[src/rtl/uart_pkg.sv]
// Shared UART definitions: TX arbiter state encoding, frame-gap timing
// and the index-width helper used by the TX and RX arbiters.
package uart_pkg;

    typedef enum logic [2:0] {
        ST_IDLE,
        ST_FETCH,
        ST_START,
        ST_WAIT_BUSY,
        ST_WAIT_DONE,
        ST_GAP
    } tx_arb_state_e;

    localparam int CLK_HZ     = 50_000_000;
    localparam int BAUD       = 115_200;
    localparam int BIT_CYCLES = CLK_HZ / BAUD;

    // two idle bit times let the receiver re-hunt for a start bit
    localparam int FRAME_GAP_CYCLES = 2 * BIT_CYCLES;
    localparam int DEF_GAP_CYCLES   = 1000;

    function automatic int idx_w(input int n);
        return (n > 1) ? $clog2(n) : 1;
    endfunction

endpackage

[src/rtl/uart_arb_pick.sv]
// Combinational one-hot picker: fixed priority (lowest index) or
// round-robin search starting at ptr, selected by the RR parameter.
module uart_arb_pick
    import uart_pkg::*;
#(
    parameter int NREQ = 2,
    parameter bit RR   = 1'b0,
    localparam int IW  = idx_w(NREQ)
) (
    input  logic [NREQ-1:0] req,
    input  logic [IW-1:0]   ptr,
    output logic [NREQ-1:0] gnt,
    output logic [IW-1:0]   idx
);

    logic [IW-1:0]   base;
    logic [NREQ-1:0] rot;
    logic [IW:0]     sum;
    logic            found;

    assign base = RR ? ptr : '0;

    always_comb begin
        rot   = NREQ'({req, req} >> base);
        gnt   = '0;
        idx   = '0;
        sum   = '0;
        found = 1'b0;
        for (int k = 0; k < NREQ; k++) begin
            if (!found && rot[k]) begin
                found = 1'b1;
                sum   = {1'b0, base} + (IW+1)'(k);
                if (sum >= (IW+1)'(NREQ))
                    sum = sum - (IW+1)'(NREQ);
                idx = sum[IW-1:0];
            end
        end
        if (found)
            gnt = NREQ'(1) << idx;
    end

endmodule

[src/rtl/uart_tx_arbiter.sv]
// Frame-granular arbiter sharing one UART TX core between NREQ sources.
// Define UART_TX_ARB_ROUND_ROBIN_EN for round-robin, else fixed priority.
module uart_tx_arbiter
    import uart_pkg::*;
#(
    parameter int NREQ       = 2,
    parameter int GAP_CYCLES = DEF_GAP_CYCLES,
    parameter int GAP_W      = 16
) (
    input  logic              clk,
    input  logic              rst,
    input  logic [NREQ-1:0]   src_valid,
    input  logic [8*NREQ-1:0] src_data,
    input  logic [NREQ-1:0]   src_last,
    output logic [NREQ-1:0]   src_ready,
    output logic [NREQ-1:0]   grant,
    output logic [7:0]        tx_data,
    output logic              tx_start,
    input  logic              tx_busy,
    output logic              frame_done
);

    localparam int IW = idx_w(NREQ);

    tx_arb_state_e    state;
    logic [IW-1:0]    gnt_idx;
    logic             last_q;
    logic [GAP_W-1:0] gap_cnt;
    logic [NREQ-1:0]  pick_gnt;
    logic [IW-1:0]    pick_idx;
    logic             accept;
    logic [IW-1:0]    rr_ptr;

`ifdef UART_TX_ARB_ROUND_ROBIN_EN
    localparam bit RR = 1'b1;

    always_ff @(posedge clk) begin
        if (rst)
            rr_ptr <= '0;
        else if (state == ST_IDLE && |src_valid)
            rr_ptr <= (pick_idx == IW'(NREQ-1)) ? '0 : pick_idx + IW'(1);
    end
`else
    localparam bit RR = 1'b0;

    assign rr_ptr = '0;
`endif

    uart_arb_pick #(
        .NREQ (NREQ),
        .RR   (RR)
    ) u_pick (
        .req  (src_valid),
        .ptr  (rr_ptr),
        .gnt  (pick_gnt),
        .idx  (pick_idx)
    );

    assign src_ready = (state == ST_FETCH) ? (src_valid & grant) : '0;
    assign accept    = |src_ready;

    always_ff @(posedge clk) begin
        if (rst) begin
            state      <= ST_IDLE;
            grant      <= '0;
            gnt_idx    <= '0;
            tx_data    <= '0;
            tx_start   <= 1'b0;
            frame_done <= 1'b0;
            last_q     <= 1'b0;
            gap_cnt    <= '0;
        end else begin
            tx_start   <= 1'b0;
            frame_done <= 1'b0;
            unique case (state)
                ST_IDLE: begin
                    if (|src_valid) begin
                        grant   <= pick_gnt;
                        gnt_idx <= pick_idx;
                        state   <= ST_FETCH;
                    end
                end
                ST_FETCH: begin
                    // a starved owner keeps the line; no re-arbitration mid-frame
                    if (accept) begin
                        tx_data  <= src_data[{gnt_idx, 3'b000} +: 8];
                        last_q   <= src_last[gnt_idx];
                        tx_start <= 1'b1;
                        state    <= ST_START;
                    end
                end
                ST_START: begin
                    state <= ST_WAIT_BUSY;
                end
                ST_WAIT_BUSY: begin
                    if (tx_busy)
                        state <= ST_WAIT_DONE;
                end
                ST_WAIT_DONE: begin
                    if (!tx_busy) begin
                        if (last_q) begin
                            frame_done <= 1'b1;
                            grant      <= '0;
                            gap_cnt    <= GAP_W'(GAP_CYCLES - 1);
                            state      <= ST_GAP;
                        end else begin
                            state <= ST_FETCH;
                        end
                    end
                end
                ST_GAP: begin
                    if (gap_cnt == '0)
                        state <= ST_IDLE;
                    else
                        gap_cnt <= gap_cnt - GAP_W'(1);
                end
                default: begin
                    state <= ST_IDLE;
                end
            endcase
        end
    end

endmodule

[config.mk]
export PLATFORM = sky130hd
export DESIGN_NAME = uart_tx_arbiter
export DESIGN_NICKNAME = d
export VERILOG_FILES = /design/src/rtl/uart_pkg.sv /design/src/rtl/uart_arb_pick.sv /design/src/rtl/uart_tx_arbiter.sv
export SDC_FILE = /design/constraint.sdc
export NUM_CORES = 1
export LEC_CHECK = 0
export ABC_AREA = 1
export CORE_UTILIZATION = 55
export DETAILED_ROUTE_END_ITERATION = 16
export PLACE_DENSITY = 0.91
export SLEW_MARGIN = 10
export SYNTH_ARGS = -nofsm -noshare
export SYNTH_HDL_FRONTEND = slang
export SYNTH_SLANG_ARGS = --single-unit
[constraint.sdc]
create_clock -name clk -period 4.6 [get_ports clk]
set_input_delay 0.92 -clock clk [delete_from_list [all_inputs] [get_ports clk]]
set_output_delay 0.92 -clock clk [all_outputs]
set_load 0.005 [all_outputs]
After elaboration in Yosys (flattened, before gate mapping):

Index checks and enable logic that the tools add are counted.

* input port bits: 23
* output and inout bits: 14
* bits in registers: 33
* word-level logic and storage cells: 66

* reduce and logical (&&, ||, !) cells: 15
* mux-type cells: 24
* $add $sub $neg: 1
* bitwise logic cells: 3
* eq/ne operators: 12
* $lt $le $gt $ge: 1
* shifts and indexed selects: 2

Operators by type and width (count)
* $mux 16: 3
* $pmux 16 s2: 1
* $mux 3: 6
* $pmux 3 s6: 1
* $logic_not 16->1: 1
* $shiftx 16x5->8: 1
* $sub 16x1->16 const B: 1
* $ne 2x2->1 const B: 7
* $mux 2: 5
* $reduce_and 4->1: 2
* $mux 1: 7
* $eq 3x2->1 const B: 2
* $eq 3x3->1 const B: 2
* $reduce_or 2->1: 3
* $reduce_and 5->1: 1
* $pmux 2 s2: 1
* $reduce_and 2->1: 2
* $reduce_bool 2->1: 2
* $eq 3x1->1 const B: 1
* $logic_not 3->1: 1
* $reduce_or 3->1: 1
* $and 2x2->2: 1
* $lt 1x2->1 const B: 1
* $not 1->1: 2
* other kinds (3): 3

Depth between registers and ports, before layout:

Gate-level depths: netlist (run 1).

* depth in word-level cells: 8
* depth in mapped cells: 11
* depth with buffers taken out: 11

Modules after synthesis:

A second synthesis (run 1) with hierarchy kept.

* cell total of the unflattened synthesis: 287
* area total of the unflattened synthesis: 1814.2 sq um

By module, submodules not included
* uart_tx_arbiter: seq. area each 660.6 sq um, times used 1, cells an instance 283, area an instance 1795.5 sq um
* uart_arb_pick: seq. area each 0.0 sq um, times used 1, cells an instance 4, area an instance 18.8 sq um

Worst setup path before layout (run 1):

No wires, ideal clock.

* path kind: input-to-output
* from: input src_valid[0]
* to: output src_ready[0]
* required time: 3.680 ns
* stages: 2
* slack: 2.591 ns
* arrival time: 1.089 ns
* path buffers: 0
* path through: nand2_1 > nor2_1

* cells in the longest elaborated chain, start to end: 2

RTL lines
* start: declaration: line uart_tx_arbiter.sv:12 `input logic [NREQ-1:0] src_valid,`
* $and 2x2->2: line uart_tx_arbiter.sv:59 `assign src_ready = (state == ST_FETCH) ? (src_valid & grant) : '0;`
* $mux 2: line uart_tx_arbiter.sv:59
* end: declaration: line uart_tx_arbiter.sv:15 `output logic [NREQ-1:0] src_ready,`

No other way between the ends.

Worst setup path in the final report (run 1):

Same ends and word-level chain as after synthesis.

==> results of run 1 <==
[cell families (layout without fill, tap and decap cells)]
family,Yosys count,in the layout,synth area share
simple gates,167,167,0.4068
compound gates,42,42,0.1430
buf+inv,39,75,0.09161
flops,33,33,0.3431
xor+xnor,2,2,0.009098
fa+ha+maj,1,1,0.006497
[per-layer routing]
metal,share of wire,GRT usage,vias to the layer above,wire [microns]
li1,-,-,981,-
met4,0.016,0.08117,0,67
met3,0.065,0.08824,8,270
met5,0,0,-,0
met1,0.44,0.2771,851,1823
met2,0.48,0.4115,66,1966
[stage by stage]
stage               hold WS (ps)  setup WS (ps)
floorplan                  461.8           2591
finish                     499.5           1523
CTS                        499.9           1518
global placement           477.3           1562
global route               513.6           1444
detailed placement         483.0           1520
[critical path: cells and delay by family]
kind | cells | cell delay, ps
buffers and inverters | 2 | 1040
AND/OR/NAND/NOR | 2 | 200
[worst paths after layout]
path                start            to  slack (ps)  cells past startpoint
min reg2reg      grant[1]      grant[1]         500                      2
max          src_valid[0]  src_ready[0]        1520                      4
max reg2reg      state[2]   gap_cnt[15]        2760                      7
min              grant[1]      grant[1]         500                      2
[state kept, by name, summed over array words and instances, names as in the netlist]
signal and flops:
gap_cnt 16, grant 2, gnt_idx 1, frame_done 1, state 3, tx_start 1, tx_data 8, last_q 1
[area by class of cell]
type	count	area, sq um
repair buffers	36	360.3
flip-flops and latches	33	660.6
fillers	306	988.4
multi-input cells	212	1089
clock inverters	1	7.507
inverters	32	122.6
well taps	46	57.56
clock buffers	6	51.30
[layout by cell type, fill, tap and decap left out, types with 2 or more instances in the layout]
cell type / synthesis / layout
a21oi_1: 7 / 7
a21oi_2: 8 / 8
a31oi_1: 9 / 9
clkbuf_4: 0 / 5
clkdlybuf4s50_1: 0 / 36
dfxtp_1: 33 / 33
inv_1: 26 / 26
inv_2: 4 / 4
nand2_1: 76 / 76
nand2_2: 5 / 5
nand2_4: 3 / 3
nand3_1: 17 / 17
nand3b_1: 3 / 3
nand4_1: 3 / 3
nor2_1: 50 / 50
nor2_2: 3 / 3
o21ai_0: 11 / 11
o21ai_1: 2 / 2
o21ai_2: 3 / 3
xor2_1: 2 / 2
[where the power goes]
group / switching (W) / internal, W
Combinational: 0.000107 / 0.0000845
Clock: 0.0000991 / 0.0000715
Sequential: 0.0000269 / 0.000310
Total: 0.000233 / 0.000466
==> flow_summary.json, run 1 <==
{
  "synth_area_leaders": "dfxtp_1, nand2_1, nor2_1",
  "max_freq_mhz": 325.0,
  "antenna_found_initial": 0,
  "cts_buffers": 5,
  "final_core_util": 0.7038,
  "p_leak_nw": 1.031,
  "outcome": "complete, no violations",
  "gr-total-overflow": 0,
  "path_max_fanout": 5,
  "die_height_microns": 61.17,
  "start_util": 0.5771,
  "placed_area_sq_um": 2290,
  "cts_hold_buf": 0,
  "ys_seq_elements": 33,
  "maxCapViolCount": 0,
  "power_w": 0.0006986,
  "layout-drive-gt1-share": 0.1281,
  "cts_tree": "yes",
  "synth-edff-count": 0,
  "slew_headroom": 0.3953,
  "core_sq_um": 3337,
  "p_per_area_nw_per_um2": 297.5,
  "rows": 21,
  "worst_path_largest_cell_delay_ps": 530,
  "drv_slew": 0,
  "grt_pass1_vias": 1639,
  "final_cells": 366,
  "cpMostUsedCell": "clkdlybuf4s50_1",
  "vias_per_cell": 5.208,
  "synth_top_cell_by_area": "dfxtp_1",
  "crit_chain": "clkdlybuf4s50_1, nand2_1, nor2_1, clkdlybuf4s50_1",
  "grt_start_max_net_pins": 21,
  "hold_class": "flop to flop",
  "synth_most_common_cell": "nand2_1",
  "crit_path_end_kind": "primary output",
  "antennaDiodeCount": 0,
  "clock_skew_ps": 12.07,
  "h-tree-depth": 2,
  "clkLatencyLatePin_ps": 340,
  "synth_cell_types": 35,
  "dieArea_sq_um": 3742,
  "min_period_ps": 3077,
  "numPortBuffers": 36,
  "clockRootBuffer": "clkbuf_4",
  "clockBufferDepth": 2,
  "gp_congestion": 0.9036,
  "ys_warn_count": 0,
  "peakVddDrop_uv": 223.6,
  "grt_pass1_wl_microns": 6713,
  "drt_iter0_drc": 158,
  "ioPinCount": 37,
  "cp-start-kind": "primary input",
  "netlist_instances": 284,
  "area_delta_synth_final_pct": 21.96,
  "crit_arrival_ps": 2160,
  "rsz0062_at_grt": "no",
  "synth-seq-area-share": 0.3431,
  "numClockSinks": 33,
  "final.setup.tns_ps": 0,
  "nets": 344,
  "async_flop_share": 0,
  "synth_top_area_share": 0.3431,
  "ys.flop_type": "dfxtp_1",
  "hold_violations": 0,
  "synth_nets": 308,
  "avgSynthCellArea_sq_um": 6.780,
  "cts_setup_buffers": 0,
  "dr.pass1.iters": 4,
  "finalCritPeriodShare": 0.6690,
  "vias": 1906,
  "cp_slowest_cell": "clkdlybuf4s50_1",
  "worst-setup-path-type": "primary input to primary output",
  "die_w_microns": 61.17,
  "worstMarginPinSlew_ps": 904.2,
  "design_area_sq_um": 2349,
  "post_cts_resized": 0,
  "placed_cells_incl_taps": 359,
  "ant_nets": 0,
  "avgRoutedWirePerCell_microns": 11.28,
  "syn_area_sq_um": 1926,
  "routed_wl_microns": 4128,
  "worstPathRequired_ps": 3680,
  "cts.clk_slew.worst_paths_ps": 100,
  "grt_usage": 0.2405,
  "synthTopCellsByCount": "nand2_1, nor2_1, dfxtp_1, inv_1, nand3_1",
  "finalSetupViolations": 0,
  "hpwl_microns": 3070,
  "drc": 0
}
No activity file was read; power rests on OpenSTA's default activity.
==> run 2: changes to the inputs <==
CORE_UTILIZATION = 47   (was 55)
PLACE_DENSITY = 0.83   (was 0.91)
clock period = 2.5 ns   (was 4.6 ns; I/O delays follow)
==> run 2 against run 1 <==
Effect of this change:
- sequential share of layout area down 0.87 points
- clock-buffer cell count up 1
- cell count up 1.4%
- first-iteration DRC count down 33%
- critical path depth unchanged
- setup slack worse by 1300 ps
- routed wire length up 2.1%
- utilization down 6.6 points
==> flow_summary.json, run 2 (same netlist as run 1, synthesis figures left out) <==
{
  "outcome": "complete, no violations",
  "slew_headroom": 0.7443,
  "cts_buffers": 5,
  "critical_path.top_delay_family": "buffers and inverters",
  "crit_chain": "clkdlybuf4s50_1, nand2_1, nor2_1, clkdlybuf4s50_1",
  "cts.clk_slew.worst_paths_ps": 70,
  "die_w_microns": 66.01,
  "cts_hold_buf": 0,
  "worstPathRequired_ps": 2000,
  "hold_start": "grant[0]",
  "post_cts_resized": 0,
  "dieArea_sq_um": 4357,
  "hold_violations": 0,
  "ioPinCount": 37,
  "antenna_found_initial": 0,
  "rsz0062_at_grt": "no",
  "cts_setup_buffers": 0,
  "regArea_sq_um": 660.6,
  "cpMostUsedCell": "clkdlybuf4s50_1",
  "hold_class": "flop to flop",
  "grt_usage": 0.2215,
  "clkLatencyLatePin_ps": 290,
  "max_freq_mhz": 447.6,
  "hpwl_microns": 3071,
  "vias_per_cell": 5.049,
  "vias": 1873,
  "drv_slew": 0,
  "worstMarginPinSlew_ps": 382.4,
  "layout_commonest_cell": "nand2_1",
  "crit_arrival_ps": 1730,
  "die_height_microns": 66.01,
  "dr.pass1.iters": 4,
  "antennaDiodeCount": 0,
  "core_sq_um": 3799,
  "numClockSinks": 33,
  "cts_tree": "yes",
  "multi_input_area_sq_um": 1089,
  "cp-start-kind": "primary input",
  "rows": 22,
  "grt_pass1_wl_microns": 7355,
  "peakVddDrop_uv": 358.8,
  "pre_cts_slack_ps": 265.6,
  "area_delta_synth_final_pct": 25.86,
  "fin_ws_ps": 266.1,
  "routed_wl_microns": 4213,
  "p_leak_nw": 1.069,
  "layout-drive-gt1-share": 0.1331,
  "worst-setup-path-type": "primary input to primary output",
  "nets": 346,
  "min_period_ps": 2234,
  "regMostFlops": "gap_cnt",
  "clockBufferDepth": 2,
  "regToRegStartpoint": "gap_cnt[0]",
  "drt_iter0_drc": 106,
  "final_cell_mix": "nand2_1, nor2_1, clkdlybuf4s50_1, dfxtp_1, inv_1",
  "top_regs": "gap_cnt: 16 flops, tx_data: 8 flops, state: 3 flops",
  "drc": 0,
  "maxCapViolCount": 0,
  "avgRoutedWirePerCell_microns": 11.36,
  "ant_nets": 0,
  "path_max_fanout": 5,
  "final.setup.tns_ps": 0,
  "finalSetupViolations": 0,
  "gr-total-overflow": 0,
  "cp_num_buf_inv": 2,
  "finalCritPeriodShare": 0.8936,
  "start_util": 0.5069,
  "clock_skew_ps": 8.563,
  "largest_reg_flops": 16,
  "power_w": 0.001497,
  "gp_congestion": 0.8158,
  "fillers": 350,
  "cp-startpoint": "src_valid[0]",
  "h-tree-depth": 2,
  "grt_start_max_net_pins": 20,
  "clockRootBuffer": "clkbuf_8",
  "numPortBuffers": 36,
  "grt_pass1_vias": 1749,
  "worst_path_largest_cell_delay_ps": 530,
  "p_per_area_nw_per_um2": 617.6,
  "crit_path_end_kind": "primary output",
  "cp_slowest_cell": "clkdlybuf4s50_1"
}
## run 2: path summary, 6_finish.rpt
| path | end | slack [ps] | cells after the start |
|---|---|---|---|
| setup reg to reg | gap_cnt[15] | 830 | 9 |
| hold / removal | grant[0] | 490 | 2 |
| setup / recovery | src_ready[0] | 270 | 4 |
| hold reg to reg | grant[0] | 490 | 2 |
## run 2: area by class of cell
| type | instances | area share |
|---|---|---|
| timing repair buffer | 38 | 0.1549 |
| tap | 48 | 0.02478 |
| clock buffer | 7 | 0.03562 |
| clock inverter | 1 | 0.01239 |
| multi-input combinational | 212 | 0.4491 |
| inverter | 32 | 0.05059 |
| sequential | 33 | 0.2726 |
## run 2: per-stage QoR
stage | cells | cell area [sq um] | util | hold WS [ps]
2_1_floorplan | 284 | 1926 | - | 461.8
3_3_place_gp | 363 | 2307 | 0.6074 | 478.6
3_5_place_dp | 363 | 2307 | 0.6074 | 475.2
4_1_cts | 371 | 2424 | 0.6380 | 489.2
5_1_grt | 371 | 2424 | 0.6380 | 511.3
6_report | 371 | 2424 | 0.6380 | 487.8
## run 2: per-layer routing
layer / track usage / share of wire / vias to the layer above
li1: - / - / 984
met1: 0.2492 / 0.45 / 834
met2: 0.3878 / 0.48 / 48
met3: 0.07069 / 0.057 / 7
met4: 0.07979 / 0.014 / 0
met5: 0 / 0 / -
## run 2: where the power goes
group,leakage [nW],switching [W],internal [W]
combinational,0.744,0.000196,0.000157
sequential,0.267,0.0000494,0.000570
clock,0.0585,0.000199,0.000325
total,1.07,0.000445,0.00105
## run 2: worst reg2reg max path, stage by stage, from the launching register on
cell,delay [ps]
dfxtp_1,320
inv_1,90
ha_1,190
nand2_1,140
nor2_2,170
nand2_2,110
a21oi_4,310
nor2_1,90
nor2_1,100
nor2_1,50
